[config.mk]
export PLATFORM = sky130hd
export DESIGN_NAME = gl_triangle_assembler
export DESIGN_NICKNAME = d
export VERILOG_FILES = /design/src/rtl/gl_pkg.sv /design/src/rtl/gl_tri_fifo.sv /design/src/rtl/gl_triangle_assembler.sv
export SDC_FILE = /design/constraint.sdc
export NUM_CORES = 2
export LEC_CHECK = 0
export BUFFER_PORTS_ARGS = -buffer_cell sky130_fd_sc_hd__clkbuf_2
export CAP_MARGIN = 20
export CORE_ASPECT_RATIO = 0.9
export CORE_UTILIZATION = 65
export DETAILED_ROUTE_END_ITERATION = 8
export GPL_ROUTABILITY_DRIVEN = 0
export PLACE_DENSITY = 0.9
export SETUP_SLACK_MARGIN = 0.2
export SLEW_MARGIN = 0
export SYNTH_ARGS = -nofsm -noshare
export SYNTH_HDL_FRONTEND = slang
export SYNTH_SLANG_ARGS = --single-unit
export TNS_END_PERCENT = 5
[constraint.sdc]
create_clock -name clk -period 13.3 [get_ports clk]
set_input_delay 2.66 -clock clk [delete_from_list [all_inputs] [get_ports clk]]
set_output_delay 2.66 -clock clk [all_outputs]
set_load 0.02 [all_outputs]
[src/rtl/gl_pkg.sv]
// Shared types for the triangle assembler: vertex width, primitive-mode
// encodings, the assembled triangle type and the issue FSM states.
package gl_pkg;

    localparam int VERTEX_TYPE_SIZE = 96;

    typedef enum logic [1:0] {
        PRIM_TRIANGLES = 2'd0,
        PRIM_STRIP     = 2'd1,
        PRIM_FAN       = 2'd2,
        PRIM_RESERVED  = 2'd3
    } prim_mode_e;

    typedef logic [3*VERTEX_TYPE_SIZE-1:0] triangle_t;

    typedef enum logic [1:0] {
        ST_IDLE      = 2'd0,
        ST_ISSUE     = 2'd1,
        ST_WAIT_DONE = 2'd2
    } issue_state_e;

    // The reserved encoding assembles like plain triangles.
    function automatic prim_mode_e to_prim_mode(input logic [1:0] mode);
        case (mode)
            2'd1:    return PRIM_STRIP;
            2'd2:    return PRIM_FAN;
            default: return PRIM_TRIANGLES;
        endcase
    endfunction

endpackage

[src/rtl/gl_tri_fifo.sv]
// Synchronous triangle FIFO; pointers carry an extra wrap bit so full and
// empty are told apart without a counter. Push is taken when full if a pop
// happens on the same edge.
module gl_tri_fifo #(
    parameter int WIDTH = 288,
    parameter int DEPTH = 4
) (
    input  logic             clk,
    input  logic             rst_n,
    input  logic             push,
    input  logic [WIDTH-1:0] push_data,
    input  logic             pop,
    output logic [WIDTH-1:0] pop_data,
    output logic             full,
    output logic             empty
);
    localparam int AW = $clog2(DEPTH);
    localparam logic [AW:0] PTR_ONE = {{AW{1'b0}}, 1'b1};

    logic [WIDTH-1:0] mem_q [DEPTH];
    logic [AW:0]      wr_q, wr_d, rd_q, rd_d;
    logic             wr_en_s, rd_en_s;

    assign empty    = (wr_q == rd_q);
    assign full     = (wr_q[AW] != rd_q[AW]) && (wr_q[AW-1:0] == rd_q[AW-1:0]);
    assign pop_data = mem_q[rd_q[AW-1:0]];
    assign wr_en_s  = push && (!full || pop);
    assign rd_en_s  = pop && !empty;

    // Next pointer values.
    always_comb begin
        wr_d = wr_q;
        rd_d = rd_q;
        if (wr_en_s) begin
            wr_d = wr_q + PTR_ONE;
        end else begin
            wr_d = wr_q;
        end
        if (rd_en_s) begin
            rd_d = rd_q + PTR_ONE;
        end else begin
            rd_d = rd_q;
        end
    end

    // Pointer registers.
    always_ff @(posedge clk or negedge rst_n) begin
        if (!rst_n) begin
            wr_q <= '0;
            rd_q <= '0;
        end else begin
            wr_q <= wr_d;
            rd_q <= rd_d;
        end
    end

    // Storage; contents are don't-care until written.
    always_ff @(posedge clk) begin
        if (wr_en_s) begin
            mem_q[wr_q[AW-1:0]] <= push_data;
        end
    end

endmodule

[src/rtl/gl_triangle_assembler.sv]
// Groups incoming vertices into triangles (list, strip, fan), queues them,
// and hands them one at a time to the rasterizer with an issue/done handshake.
module gl_triangle_assembler #(
    parameter int VERTEX_TYPE_SIZE = gl_pkg::VERTEX_TYPE_SIZE,
    parameter int TRI_FIFO_DEPTH   = 4
) (
    input  logic                        clk,
    input  logic                        rst_n,
    input  logic                        vtx_valid,
    output logic                        vtx_ready,
    input  logic [VERTEX_TYPE_SIZE-1:0] vtx_data,
    input  logic                        vtx_last,
    input  logic [1:0]                  prim_mode,
    output logic [VERTEX_TYPE_SIZE-1:0] fifo_in1,
    output logic [VERTEX_TYPE_SIZE-1:0] fifo_in2,
    output logic [VERTEX_TYPE_SIZE-1:0] fifo_in3,
    output logic                        fifo_ready,
    input  logic                        raster_ready,
    output logic                        busy
);
    import gl_pkg::*;

    localparam int VW = VERTEX_TYPE_SIZE;
    localparam int TW = 3 * VERTEX_TYPE_SIZE;

    logic          xfer_s, push_s, pop_s, full_s, empty_s;
    logic [TW-1:0] push_data_s, head_s;
    logic [1:0]    k_q, k_d;
    logic          parity_q, parity_d, first_q, first_d, rdy_q;
    prim_mode_e    mode_q, mode_d, cur_mode_s;
    logic [VW-1:0] a_q, a_d, b_q, b_d;
    issue_state_e  state_q, state_d;
    logic [VW-1:0] in1_q, in1_d, in2_q, in2_d, in3_q, in3_d;
    logic          fifo_ready_q, fifo_ready_d;

    // rdy_q keeps vtx_ready low until the first edge out of reset.
    assign vtx_ready  = rdy_q & ~full_s;
    assign xfer_s     = vtx_valid & vtx_ready;
    assign fifo_in1   = in1_q;
    assign fifo_in2   = in2_q;
    assign fifo_in3   = in3_q;
    assign fifo_ready = fifo_ready_q;
    assign busy       = ~empty_s | (state_q != ST_IDLE) | (k_q != 2'd0);

    gl_tri_fifo #(
        .WIDTH (TW),
        .DEPTH (TRI_FIFO_DEPTH)
    ) u_fifo (
        .clk       (clk),
        .rst_n     (rst_n),
        .push      (push_s),
        .push_data (push_data_s),
        .pop       (pop_s),
        .pop_data  (head_s),
        .full      (full_s),
        .empty     (empty_s)
    );

    // Vertex assembly: a/b hold the two vertices the next triangle is built from.
    always_comb begin
        k_d         = k_q;
        parity_d    = parity_q;
        first_d     = first_q;
        mode_d      = mode_q;
        a_d         = a_q;
        b_d         = b_q;
        push_s      = 1'b0;
        push_data_s = '0;
        if (first_q) begin
            cur_mode_s = to_prim_mode(prim_mode);
        end else begin
            cur_mode_s = mode_q;
        end
        if (xfer_s) begin
            mode_d   = cur_mode_s;
            first_d  = 1'b0;
            parity_d = ~parity_q;
            case (k_q)
                2'd0: begin
                    a_d = vtx_data;
                    k_d = 2'd1;
                end
                2'd1: begin
                    b_d = vtx_data;
                    k_d = 2'd2;
                end
                default: begin
                    push_s = 1'b1;
                    case (cur_mode_s)
                        PRIM_STRIP: begin
                            // Odd strip triangles swap the first two to keep winding.
                            if (parity_q) begin
                                push_data_s = {b_q, a_q, vtx_data};
                            end else begin
                                push_data_s = {a_q, b_q, vtx_data};
                            end
                            a_d = b_q;
                            b_d = vtx_data;
                        end
                        PRIM_FAN: begin
                            push_data_s = {a_q, b_q, vtx_data};
                            b_d         = vtx_data;
                        end
                        default: begin
                            push_data_s = {a_q, b_q, vtx_data};
                            k_d         = 2'd0;
                        end
                    endcase
                end
            endcase
            if (vtx_last) begin
                k_d      = 2'd0;
                parity_d = 1'b0;
                first_d  = 1'b1;
            end else begin
                first_d  = 1'b0;
            end
        end else begin
            k_d = k_q;
        end
    end

    // Assembly state registers.
    always_ff @(posedge clk or negedge rst_n) begin
        if (!rst_n) begin
            k_q      <= 2'd0;
            parity_q <= 1'b0;
            first_q  <= 1'b1;
            mode_q   <= PRIM_TRIANGLES;
            a_q      <= '0;
            b_q      <= '0;
            rdy_q    <= 1'b0;
        end else begin
            k_q      <= k_d;
            parity_q <= parity_d;
            first_q  <= first_d;
            mode_q   <= mode_d;
            a_q      <= a_d;
            b_q      <= b_d;
            rdy_q    <= 1'b1;
        end
    end

    // Issue FSM: load head, pulse fifo_ready once, hold until raster done.
    always_comb begin
        state_d = state_q;
        pop_s   = 1'b0;
        in1_d   = in1_q;
        in2_d   = in2_q;
        in3_d   = in3_q;
        case (state_q)
            ST_IDLE: begin
                if (!empty_s) begin
                    pop_s   = 1'b1;
                    in1_d   = head_s[TW-1:2*VW];
                    in2_d   = head_s[2*VW-1:VW];
                    in3_d   = head_s[VW-1:0];
                    state_d = ST_ISSUE;
                end else begin
                    state_d = ST_IDLE;
                end
            end
            ST_ISSUE: begin
                state_d = ST_WAIT_DONE;
            end
            ST_WAIT_DONE: begin
                if (raster_ready) begin
                    state_d = ST_IDLE;
                end else begin
                    state_d = ST_WAIT_DONE;
                end
            end
            default: begin
                state_d = ST_IDLE;
            end
        endcase
        fifo_ready_d = (state_d == ST_ISSUE);
    end

    // Issue FSM and hold registers.
    always_ff @(posedge clk or negedge rst_n) begin
        if (!rst_n) begin
            state_q      <= ST_IDLE;
            in1_q        <= '0;
            in2_q        <= '0;
            in3_q        <= '0;
            fifo_ready_q <= 1'b0;
        end else begin
            state_q      <= state_d;
            in1_q        <= in1_d;
            in2_q        <= in2_d;
            in3_q        <= in3_d;
            fifo_ready_q <= fifo_ready_d;
        end
    end

endmodule
# After elaboration in Yosys (flattened, before gate mapping)

Memories as Yosys holds them, arrays and structs flattened. A register that Yosys moved wholly into a read port is not among the register bits.
Index checks and enable logic that the tools add are counted.

Flip-flop bits (word level): 208
Memory bits (writable): 1152
Input port bits: 103
Output and inout bits: 291
Logic and storage cells: 78
Memories: 1

Memories:

| memory       | words | width | read ports | clocked after memory_dff | write ports | line              | source |
|---|---|---|---|---|---|---|---|
| u_fifo.mem_q | 4     | 288   | 1          | 1                        | 1           | gl_tri_fifo.sv:20 | `logic [WIDTH-1:0] mem_q [DEPTH];` |

Add/sub/neg operators: 2
Equality and inequality tests: 12
Multiplexer cells: 24
Bitwise logic cells: 9
Reductions and logical operators: 19

Operator list:

| cell                  | count |
|---|---|
| $mux W288             | 4 |
| $pmux W96 S2          | 2 |
| $mux W96              | 2 |
| $eq A2 B1 Y1 const B  | 5 |
| $mux W1               | 9 |
| $mux W2               | 4 |
| $pmux W2 S2           | 2 |
| $reduce_bool A2 Y1    | 4 |
| $add A3 B1 Y3 const B | 2 |
| $eq A2 B2 Y1 const B  | 3 |
| $pmux W2 S3           | 1 |
| $reduce_and A3 Y1     | 2 |
| $not A1 Y1            | 5 |
| $logic_not A2 Y1      | 2 |
| $ne A4 B1 Y1 const B  | 1 |
| $reduce_and A2 Y1     | 2 |
| $reduce_or A2 Y1      | 2 |
| $eq A3 B3 Y1          | 1 |
| $logic_and A1 B1 Y1   | 3 |
| $logic_not A1 Y1      | 3 |
| $and A1 B1 Y1         | 2 |
| $eq A2 B2 Y1          | 1 |
| $or A1 B1 Y1          | 2 |
| $logic_or A1 B1 Y1    | 1 |
| $ne A1 B1 Y1          | 1 |

# Logic depth before layout (Yosys ltp)

Depth in word-level cells: 9
Gate-level depth with buffers: 8
Depth with buffers taken out: 6

# Hierarchy

Synthesis repeated with hierarchy kept, for this count alone.

Cell total of the unflattened synthesis: 3465
Area, all modules: 64725.8 µm²

By module, submodules not included:

| module                | instances | cells an instance | area each (µm²) | sequential area each (µm²) |
|---|---|---|---|---|
| gl_tri_fifo           | 1         | 1551              | 41935.2         | 34743.3 |
| gl_triangle_assembler | 1         | 1914              | 22790.6         | 12263.0 |

# Worst setup path after synthesis

No wires, ideal clock.

Path type: input-to-reg
From: in vtx_valid
To: mem u_fifo.mem_q[1][0], enable pin
Library setup time: 686 ps
Arrival: 9874 ps
Slack: 2740 ps
Stages: 4
Buffers on the path: 1
Cells stage by stage: and2_1 > o311a_1 > clkbuf_1 > and2_1

Word-level cells in the longest chain between the ends: 5

RTL lines:

| what                          | line                        | source |
|---|---|---|
| from (decl)                   | gl_triangle_assembler.sv:9  | `input logic vtx_valid,` |
| $and A1 B1 Y1                 | gl_triangle_assembler.sv:38 | `assign xfer_s = vtx_valid & vtx_ready;` |
| $mux W1                       | gl_triangle_assembler.sv:74 | `if (xfer_s) begin` |
| $logic_and A1 B1 Y1           | gl_tri_fifo.sv:27           | `assign wr_en_s = push && (!full \|\| pop);` |
| $mux W1                       | gl_tri_fifo.sv:59           | `if (wr_en_s) begin` |
| $mux W1 (implied by the code) | gl_tri_fifo.sv:60           | `mem_q[wr_q[AW-1:0]] <= push_data;` |
| to (decl)                     | gl_tri_fifo.sv:20           |  |

No other way between the ends.

# Worst setup path in the final report

From: in vtx_valid
To: mem u_fifo.mem_q[2][79], enable pin

Same word-level chain as after synthesis.

==> flow_summary.toml <==
[power]
p_comb_frac = 0.319
power_frac_clock = 0.255
seqPwrFrac = 0.425
ir_drop_v = 0.0001865
sw_frac_of_total = 0.3317
p_leak_uw = 0.02713
power.internal_uw = 11300
power_switching_uw = 5608
pwr_density_cell_nw_per_um2 = 233.3

[sta]
layout_worst_path_cycle_share = 0.4844
setup_viol = 0
rsz0062_at_grt = "false"
finalClockSkew_ns = 0.03886
hold_viol = 0
max_clock_freq_mhz = 155.2
post-route-min-period_ns = 6.443
worst_slack_ns = 6.857
drv_slew = 0
tns_ns = 0
worst_slew_pin_slew_ns = 1.139
max-slew-margin-rel = 0.2410

[worst_setup_path]
crit_path_max_incr_delay_ns = 0.82
cp_max_fo = 69
crit_arrival_ns = 6.83
reg2reg_from = "u_fifo.rd_q[1]"
cp-start-kind = "input port"
ff2ff_path_depth = 6
crit_cells = 7
required_ns = 13.69
rrSetupSlack_ns = 7.54
critical_path_class = "in2reg"
cp-end-kind = "register"
crit_buf_inv = 4
r2r-end = "u_fifo.mem_q[2][79]"
path_common_cell = "buf_4"
cp_cell_sequence = "clkbuf_2 -> and2_1 -> o311a_4 -> buf_4 -> and2_4 -> buf_4 -> buf_4"
slowest_stage = "and2_4"
critical-path-top-delay-family = "buffers and inverters"

[floorplan]
die_area_um2 = 100300
die_h_um = 300.5
initial_core_util = 0.6555
num_rows = 109
die_x_um = 333.7
fp.coreArea_um2 = 98190
io_pins = 394

[yosys]
synth.net_count = 3559
synthCells = 3450
synth_edf_count = 1152
syn-cell-area_um2 = 64360
yosys_warnings = 0
ys_seq_area_frac = 0.7303
avgSynthCellArea_um2 = 18.66
synth_cell_types = 38
ys.flop_type = "edfxtp_1"
synth-seq-cells = 1648
async_flop_share = 0.3010

[final_layout]
mostFrequentLayoutCells = "edfxtp_1, mux2_2, dfrtp_1"
final_net_count = 3948
layout-drive-gt1-share = 0.3777
area_delta_synth_final_pct = 12.58
layout_commonest_cell = "edfxtp_1"
nFillCells = 5079

[global_routing]
grt_max_degree = 149
met2_usage = 0.5107
antenna_found_initial = 12
groute.layer.met3.usage = 0.06298
grt_busiest_layer = "met2"
grt_first_pass_wirelength_um = 225800
grt_overflow = 0
grt_use_met1 = 0.3990
grt_pass1_vias = 35660
grt_use_total = 0.3067

[clocking]
cts_resized = 0
path_clk_slew_ns = 0.06
cts.sinks = 1648
post_cts_buffers = 0
cts-root-buf = "clkbuf_16"
cts_buffer_depth = 3
clkLatencyLatePin_ns = 0.78
htree_levels = 4
cts_tree = "yes"
cts_made_buffers = 152
cts_hold_buffers = 0

[detailed_routing]
drc = 0
vias = 34620
vias_per_cell = 6.590
ant_nets = 0
drt_first_pass_iters = 6
drt_iter0_markers = 3863
drt-wirelength-per-cell_um = 28.98
routed_wirelength_um = 152200

[placed_design]
dp_hpwl_um = 83770
portBuffers = 393
place_ws_ns = 6.133

[min_path]
whs_endpoint = "fifo_in1[59]"
hold_path.class = "reg2reg"
hp-start = "fifo_in1[59]"
holdPathStages = 1

[status]
status = "finished clean"

[run]
cap_violations = 0
power groups by stage:
stage          Clock [uW]  Combinational, uW  Sequential, uW
6_report             4320               5400            7190
4_1_cts              4340               5440            7180
2_1_floorplan           0               3360            7520
3_3_place_gp            0               5130            7180
3_5_place_dp            0               5320            7240
5_1_grt              4520               5710            7280
per-stage QoR:
| stage | utilization | power (uW) | instances | hold WS (ns) | area [um^2] |
|---|---|---|---|---|---|
| after detailed placement | 0.6877 | 12560 | 4961 | 0.4945 | 67530 |
| final | 0.7379 | 16910 | 5253 | 0.5043 | 72460 |
| after CTS | 0.7378 | 16960 | 5247 | 0.5083 | 72450 |
| after global routing | 0.7379 | 17510 | 5250 | 0.5151 | 72450 |
| after floorplan | - | 10890 | 3450 | 0.4492 | 64360 |
| after global placement | 0.6877 | 12320 | 4961 | 0.4673 | 67530 |
worst max-delay path by stage:
stage	from	endpoint	slack, ns
after detailed placement	vtx_valid	u_fifo.mem_q[2][83]	6.13
after CTS	vtx_valid	u_fifo.mem_q[2][170]	6.89
after global routing	vtx_valid	u_fifo.mem_q[2][74]	6.73
after global placement	vtx_valid	u_fifo.mem_q[2][278]	6.11
final	vtx_valid	u_fifo.mem_q[2][79]	6.86
after floorplan	vtx_valid	u_fifo.mem_q[1][0]	2.74
flip-flops by register name (all words and copies together) (netlist names), 2 cells and up:
register and count:
mode_q 2, fifo_in1 96, k_q 2, fifo_in2 96, u_fifo.rd_q 3, a_q 96
fifo_in3 96, u_fifo.wr_q 3, u_fifo.mem_q 1152, state_q 2, b_q 96
final cells by class:
| type | instances | area, um^2 | share of cell area |
|---|---|---|---|
| Antenna cell | 6 | 15.01 | 0.0002072 |
| Clock buffer | 230 | 4330 | 0.05976 |
| Clock inverter | 56 | 589.3 | 0.008133 |
| Inverter | 4 | 15.01 | 0.0002072 |
| Multi-Input combinational cell | 1595 | 16510 | 0.2279 |
| Sequential cell | 1648 | 47010 | 0.6488 |
| Tap cell | 1276 | 1597 | 0.02203 |
| Timing Repair Buffer | 438 | 2390 | 0.03298 |
worst reg2reg max path: stages, from the launching register on:
cell     delay (ns)
dfrtp_4        1.04
xor2_1         0.44
o311a_4        0.58
buf_4          0.81
and2_4         0.85
buf_4          0.89
buf_4          0.75
cell families (layout without fill, tap and decap cells):
family | count (synthesis) | in the layout | synth area share
AOI/OAI and AO/OA | 207 | 207 | 0.01682
xor gates and xnor gates | 9 | 9 | 0.001341
adders and majority gates | 6 | 6 | 0.001166
buffers and inverters | 207 | 728 | 0.01421
DFF | 1648 | 1648 | 0.7303
muxes | 869 | 869 | 0.2024
other | 1 | 7 | 0.00005826
and+or+nand+nor | 503 | 503 | 0.03369
synth_stat cells (2+ instances only):
| master | count | area [um^2] |
|---|---|---|
| buf_1 | 5 | 18.77 |
| dfrtp_1 | 495 | 12390 |
| a21oi_1 | 193 | 965.9 |
| xnor2_1 | 4 | 35.03 |
| buf_2 | 95 | 475.5 |
| o21ai_0 | 6 | 30.03 |
| clkbuf_1 | 98 | 367.9 |
| buf_4 | 5 | 37.54 |
| nand2_1 | 388 | 1456 |
| a311oi_1 | 2 | 17.52 |
| and2_1 | 101 | 631.9 |
| mux2i_1 | 2 | 20.02 |
| xor2_1 | 4 | 35.03 |
| inv_1 | 4 | 15.01 |
| ha_1 | 6 | 75.07 |
| mux4_2 | 288 | 6486 |
| nor2_1 | 3 | 11.26 |
| edfxtp_1 | 1152 | 34590 |
| mux2_2 | 539 | 6070 |
| mux2_1 | 40 | 450.4 |
| nor2_2 | 2 | 12.51 |
| nand2b_1 | 2 | 12.51 |
per-layer routing:
| layer | routed length [um] | part of all wire |
|---|---|---|
| met4 | 6493 | 0.043 |
| met5 | 63 | 0.00041 |
| met1 | 54480 | 0.36 |
| met3 | 13930 | 0.092 |
| met2 | 77260 | 0.51 |
(Power assumes the default switching activity.)
